File: config.mk
export PLATFORM = sky130hd
export DESIGN_NAME = xor_misr_bank
export DESIGN_NICKNAME = d
export VERILOG_FILES = /design/src/rtl/xor_misr_pkg.sv /design/src/rtl/xor_misr_lane.sv /design/src/rtl/xor_misr_bank.sv
export SDC_FILE = /design/constraint.sdc
export NUM_CORES = 1
export LEC_CHECK = 0
export BUFFER_PORTS_ARGS = -buffer_cell sky130_fd_sc_hd__buf_2
export CORE_MARGIN = 3
export CORE_UTILIZATION = 46
export DETAILED_ROUTE_END_ITERATION = 16
export PLACE_DENSITY = 0.78
export SLEW_MARGIN = 20
export SYNTH_ARGS = -nofsm -noshare
export SYNTH_HDL_FRONTEND = slang
export SYNTH_SLANG_ARGS = --single-unit
File: constraint.sdc
create_clock -name clk -period 1.5 [get_ports clk]
set_input_delay 0.075 -clock clk [delete_from_list [all_inputs] [get_ports clk]]
set_output_delay 0.075 -clock clk [all_outputs]
set_load 0.1 [all_outputs]
File: src/rtl/xor_misr_pkg.sv
// Shared types and helpers for the XOR-feedback signature bank.
// The step() helper works on a wide container so one definition serves every lane width.
package xor_misr_pkg;

  typedef enum logic [1:0] {
    IDLE = 2'd0,
    RUN  = 2'd1,
    DONE = 2'd2
  } state_e;

  // Widest lane the shared step() helper can handle.
  localparam int MAX_W = 64;

  // Beat-counter width for the default run length of 15 beats.
  localparam int CNT_W = $clog2(15 + 1);

  // One Galois shift: shift left, fold the outgoing MSB back through the taps.
  // Only bits [width-1:0] of the result are meaningful.
  function automatic logic [MAX_W-1:0] step(input logic [MAX_W-1:0] s,
                                            input logic [MAX_W-1:0] poly,
                                            input int               width);
    logic [MAX_W-1:0] r;
    r = '0;
    for (int i = 1; i < MAX_W; i++) begin
      if (i < width) r[i] = s[i-1];
    end
    if (s[width-1]) r = r ^ poly;
    return r;
  endfunction

endpackage

File: src/rtl/xor_misr_lane.sv
// One WIDTH-bit Galois register: loads a seed, then advances once per accepted beat
// as a free-running LFSR (mode=0) or as a MISR folding in beat data (mode=1).
module xor_misr_lane
  import xor_misr_pkg::*;
#(
  parameter int               WIDTH = 4,
  parameter logic [WIDTH-1:0] POLY  = 'h3
) (
  input  logic             clk,
  input  logic             rst_n,
  input  logic             load,
  input  logic [WIDTH-1:0] load_val,
  input  logic             adv,
  input  logic             mode,
  input  logic [WIDTH-1:0] data,
  output logic [WIDTH-1:0] state
);

  logic [WIDTH-1:0] seed_g;
  logic [WIDTH-1:0] nxt;

  // NOTE: every always_comb output gets a default first, so no branch can leave a latch.
  always_comb begin
    seed_g = load_val;
    // An all-zero LFSR never leaves zero; a MISR is driven by its data and may start there.
    if (!mode && load_val == '0) seed_g = WIDTH'(1);
    nxt = WIDTH'(step(MAX_W'(state), MAX_W'(POLY), WIDTH));
    if (mode) nxt = nxt ^ data;
  end

  // NOTE: clocked state uses non-blocking (<=) so every lane samples pre-edge values.
  always_ff @(posedge clk) begin
    if (!rst_n)    state <= '0;
    else if (load) state <= seed_g;
    else if (adv)  state <= nxt;
  end

endmodule

File: src/rtl/xor_misr_bank.sv
// NUM_CH independent Galois LFSR/MISR lanes sharing one run controller:
// start loads seeds, NUM_BEATS accepted beats advance the lanes, the result is held until sig_ack.
module xor_misr_bank
  import xor_misr_pkg::*;
#(
  parameter int               NUM_CH       = 3,
  parameter int               WIDTH        = 4,
  parameter logic [WIDTH-1:0] POLY         = 'h3,
  parameter int               NUM_BEATS    = 15,
  parameter logic [WIDTH-1:0] SEED_DEFAULT = 'h1
) (
  input  logic                                  clk,
  input  logic                                  rst_n,
  input  logic                                  start,
  input  logic                                  seed_sel,
  input  logic [NUM_CH-1:0][WIDTH-1:0]          seed,
  input  logic                                  mode,
  input  logic                                  in_valid,
  output logic                                  in_ready,
  input  logic [NUM_CH-1:0][WIDTH-1:0]          in_data,
  output logic [NUM_CH-1:0][WIDTH-1:0]          sig_out,
  output logic                                  sig_valid,
  input  logic                                  sig_ack,
  output logic                                  busy,
  output logic [$clog2(NUM_BEATS+1)-1:0]        beat_cnt
);

  localparam int CW = $clog2(NUM_BEATS + 1);

  state_e state;
  logic   mode_q;
  logic   accept;
  logic   lane_mode;

  // A beat offered in the same cycle as start is dropped: the restart takes priority.
  assign accept    = in_valid & in_ready & ~start;
  assign lane_mode = start ? mode : mode_q;

  for (genvar ch = 0; ch < NUM_CH; ch++) begin : g_lane
    xor_misr_lane #(
      .WIDTH (WIDTH),
      .POLY  (POLY)
    ) u_lane (
      .clk      (clk),
      .rst_n    (rst_n),
      .load     (start),
      .load_val (seed_sel ? seed[ch] : SEED_DEFAULT),
      .adv      (accept),
      .mode     (lane_mode),
      .data     (in_data[ch]),
      .state    (sig_out[ch])
    );
  end

  always_ff @(posedge clk) begin
    if (!rst_n) begin
      state     <= IDLE;
      mode_q    <= 1'b0;
      beat_cnt  <= '0;
      in_ready  <= 1'b0;
      sig_valid <= 1'b0;
      busy      <= 1'b0;
    end else if (start) begin
      state     <= RUN;
      mode_q    <= mode;
      beat_cnt  <= '0;
      in_ready  <= 1'b1;
      sig_valid <= 1'b0;
      busy      <= 1'b1;
    end else begin
      case (state)
        RUN: begin
          if (accept) begin
            if (beat_cnt != CW'(NUM_BEATS)) beat_cnt <= beat_cnt + 1'b1;
            if (beat_cnt == CW'(NUM_BEATS - 1)) begin
              state     <= DONE;
              in_ready  <= 1'b0;
              busy      <= 1'b0;
              sig_valid <= 1'b1;
            end
          end
        end
        DONE: begin
          if (sig_ack) begin
            state     <= IDLE;
            sig_valid <= 1'b0;
          end
        end
        default: ;
      endcase
    end
  end

endmodule

-- Word level (Yosys, flattened, before mapping)
Cells that the tools add are included.
- add/sub/neg operators: 1
- eq/ne operators: 10
- multiplexer cells: 32
- bitwise logic cells: 10
- reductions and logical operators: 17
- operators with widths (cell ; number):
    2-to-1 mux 4 bit ; 15
    zero test 4 bit ; 3
    2-to-1 mux 2 bit ; 6
    bitwise XOR 4 bit ; 3
    2-to-1 mux 1 bit ; 9
    inequality test 3 bit (second input constant) ; 3
    AND reduction 4 bit ; 2
    nonzero test 2 bit ; 4
    inequality test 2 bit (second input constant) ; 3
    inverter 2 bit ; 3
    AND reduction 3 bit ; 2
    adder 4 x 1 -> 4 bit (second input constant) ; 1
    equality test 4 bit (second input constant) ; 1
    inequality test 4 bit (second input constant) ; 1
    case mux 2 bit (2 select lines) ; 1
    logical AND 1 bit ; 3
    nonzero test 3 bit ; 1
    bitwise AND 1 bit ; 2
    equality test 2 x 1 -> 1 bit (second input constant) ; 1
    equality test 2 bit (second input constant) ; 1
    inverter 1 bit ; 2
    case mux 1 bit (2 select lines) ; 1
    OR reduction 2 bit ; 1
    zero test 1 bit ; 1
- register bits: 21
- output and inout bits: 19
- word-level logic and storage cells: 79

-- Depth between registers and ports, before layout
- depth in word-level cells: 6
- mapped depth: 6
- depth with buffers taken out: 6

-- Cells and area by module
From an unflattened synthesis, not the netlist that was laid out.
- cell total of the unflattened synthesis: 159
- area total of the unflattened synthesis: 1306.3 um^2
- by module, submodules not included (module ; instances ; cells each ; area an instance (um^2) ; seq. area each (um^2)):
    xor_misr_lane ; 3 ; 34 ; 269.0 ; 80.1
    xor_misr_bank ; 1 ; 57 ; 499.2 ; 160.2

-- Worst setup path before layout
No wires, ideal clock.
- path type: register -> register
- start: reg, netlist name busy
- end: reg beat_cnt[3]
- setup time: 71 ps
- arrival time: 1978 ps
- required time: 1429 ps
- path slack: -549 ps
- cell stages (with the launch flop): 5
- path buffers: 0
- clock period less this slack: 2049 ps
- path through: dfxtp_1 > and3b_2 > nand4b_4 > or3_1 > a21oi_1
- RTL lines (item ; line ; RTL):
    end signal: assignment ; xor_misr_bank.sv:74 ; if (beat_cnt != CW'(NUM_BEATS)) beat_cnt <= beat_cnt + 1'b1;
    end: declaration ; xor_misr_bank.sv:25 ; output logic [$clog2(NUM_BEATS+1)-1:0] beat_cnt

-- Worst setup path after layout
- start: reg beat_cnt[0]
- end: reg beat_cnt[3]
- longest elaborated chain between the ends: 2
- RTL lines (item):
    parallel branches: the longest is 2 deep, another holds adder 4 x 1 -> 4 bit
Several ways; the timed one is not identified.
A chain may end at the register's enable or synchronous reset.

==> metrics.yaml <==
outcome:
  status: "complete, no violations"
clock_network:
  root_buffer: "clkbuf_4"
  clk_pin_slew_worst_paths_ns: 0.12
  cts_setup_buffers: 0
  cts_tree: "built"
  cts_sinks: 20
  cts_hold_buf: 0
  cts_resized: 0
  htreeDepth: 1
  clkLatencyLatePin_ns: 0.31
  clock_path_buffers: 2
  cts_buffers: 3
cells_and_area:
  antenna_cells: 0
  area_growth_pct: 26.5
  nFillCells: 215
  fin_cells: 219
  nNetsFinal: 225
  drive_gt1_share_pct: 36.6
grt:
  grt_max_degree: 21
  grt_usage_pct: 18.9
  grt_overflow: 0
  antenna_found_initial: 0
  grt_pass1_vias: 1108
  grt_first_pass_wirelength_um: 4860
critical_path:
  crit_path_start_kind: "flop"
  worst_ep_arrival_time_ns: 1.67
  cp-end-kind: "flop"
  cp.required_ns: 1.74
  cp-startpoint: "beat_cnt[0]"
  worstPathMaxFanout: 5
  r2r-start: "beat_cnt[0]"
  crit_type: "reg2reg"
drt:
  top_layer: "met4"
  drc: 0
  dr_total_vias: 1242
  drtPass1Iterations: 4
  avgViaCountPerCell: 5.67
  drt_iter0_drc: 70
  routed_wl_um: 3040
  drt-met1-wl_um: 1300
  drtAntennaViolNets: 0
  dr_wl_met2_um: 1430
  post_drt_wl_per_cell_um: 13.9
  wl_met3_um: 270
synth:
  synth-seq-cells: 20
  syn-cell-area_um2: 1160
  avgSynthCellArea_um2: 8.03
  ys_async_sr_fraction_pct: 0
  syn-instance-count: 144
  yosys_warnings: 0
  ys_seq_area_share_pct: 34.6
  synth_top_area_cell: "dfxtp_1"
  synth_flop_cell: "dfxtp_1"
  yosys-top-cells-count: "30 x nand2_1, 20 x dfxtp_1, 13 x a21oi_1, 11 x xnor2_1, 10 x nor2_1"
  synth_most_common_cell: "nand2_1"
  synth_cell_types: 34
  synth_fp_nets: 177
  synth_edf_count: 0
  ys_top_cells_by_area: "dfxtp_1 35%, nand2_1 9.7%, xnor2_1 8.3%, a21oi_1 5.6%, o21ai_0 3.5%"
  yosys.area.top_type_share_pct: 34.6
power_and_ir_drop:
  power.density_nw_per_um2: 889
  clkPwrFrac_pct: 21.0
  internal_power_mw: 0.781
  ir_drop_v: 0.000643
  sw_frac_of_total_pct: 39.9
  p_sw_mw: 0.519
  p_seq_share_pct: 45.6
  comb_power_share_pct: 33.4
  leakage_nw: 0.638
place:
  dp_hpwl_um: 2360
  port_buffers: 49
  place_congestion: 0.944
  place_inst: 215
  pre_cts_ws_ns: 0.0957
timing:
  final_hold_viol_count: 0
  setup_slack_ns: 0.0641
  rsz0062_at_grt: "false"
  fin_hold_ws_ns: 0.0104
  tightest_slew_ns: 0.499
  slew_viol_final: 0
  finClkSkew_ns: 0.00609
  tns_ns: 0
  setup_viol: 0
  period_needed_ns: 1.44
  max_freq_mhz: 696
  fin_crit_sh_pct: 95.7
  slew_headroom_pct: 67.0
run:
  max_cap_viol_count: 0
worst_hold_path:
  min_from: "sig_ack"
  hold_path.class: "in2reg"
floorplan:
  dieHeight_um: 56.1
  dieArea_um2: 3150
  num_io_pins: 50
  start_util_pct: 50.3
  die_w_um: 56.1
  core_area_um2: 2300
  rows: 17
[worst max-delay path: stages (launching register included)]
cell and delay (ns):
dfxtp_4 0.37, ha_1 0.22, nand3_1 0.13, nand4b_4 0.14, or3_1 0.36, a21oi_1 0.14
[registers in the layout (all words and copies together), names as in the netlist]
register	flops
busy	1
mode_q	1
g_lane.u_lane.state	12
state	1
sig_valid	1
beat_cnt	4
[metrics by stage]
step / area (um^2) / utilization (%) / power [mW]
global route: 1460 / 63.7 / 1.36
floorplan: 1180 / - / 0.935
detailed placement: 1440 / 62.5 / 1.04
finish: 1460 / 63.7 / 1.30
global placement: 1440 / 62.5 / 1.03
CTS: 1460 / 63.7 / 1.31
[final timing paths]
kind	slack, ns	cells past startpoint	endpoint
worst min-delay path	0.01	3	sig_valid
worst min register to register	0.49	2	g_lane[2].u_lane.state[0]
worst max register to register	0.06	5	beat_cnt[3]
worst max-delay path	0.06	5	beat_cnt[3]
[power groups by stage]
stage	Sequential (mW)	Combinational, mW	Clock, mW
floorplan	0.782	0.153	0
global placement	0.602	0.427	0
detailed placement	0.605	0.432	0
CTS	0.592	0.433	0.281
global route	0.598	0.459	0.303
finish	0.592	0.434	0.273
[per-layer routing]
layer	up-vias	GRT usage, %
li1	608	-
met4	0	6.78
met2	71	30.9
met3	6	3.25
met5	-	0
met1	557	24.8
[cell usage in the layout (no fill, tap or decap), drive strengths merged, types with 3 or more instances in the layout]
cell    instances
nor2           10
nand3           5
o21ai           8
a311o           3
xnor2          11
dfxtp          20
clkbuf          4
xor2            4
nand2          30
o32ai           3
buf            50
and2            3
a21oi          13
[layout make-up]
class,instances,area (um^2),area share [%]
tap,28,35.0,2.40
clock buffer,4,26.3,1.80
sequential,20,424,29.0
inverter,2,7.51,0.513
timing repair buffer,50,253,17.3
multi-input combinational,115,717,49.0
[logic make-up (layout without fill, tap and decap cells)]
| kind of cell | count (synthesis) | after routing | synth area share (%) |
|---|---|---|---|
| simple gates | 58 | 58 | 24.4 |
| compound gates | 39 | 39 | 22.8 |
| flops | 20 | 20 | 34.6 |
| xor+xnor | 15 | 15 | 11.4 |
| buf+inv | 9 | 56 | 3.36 |
| fa+ha+maj | 2 | 2 | 2.16 |
| mux | 1 | 1 | 1.30 |
Note: power is estimated with default switching activity, not from simulation.
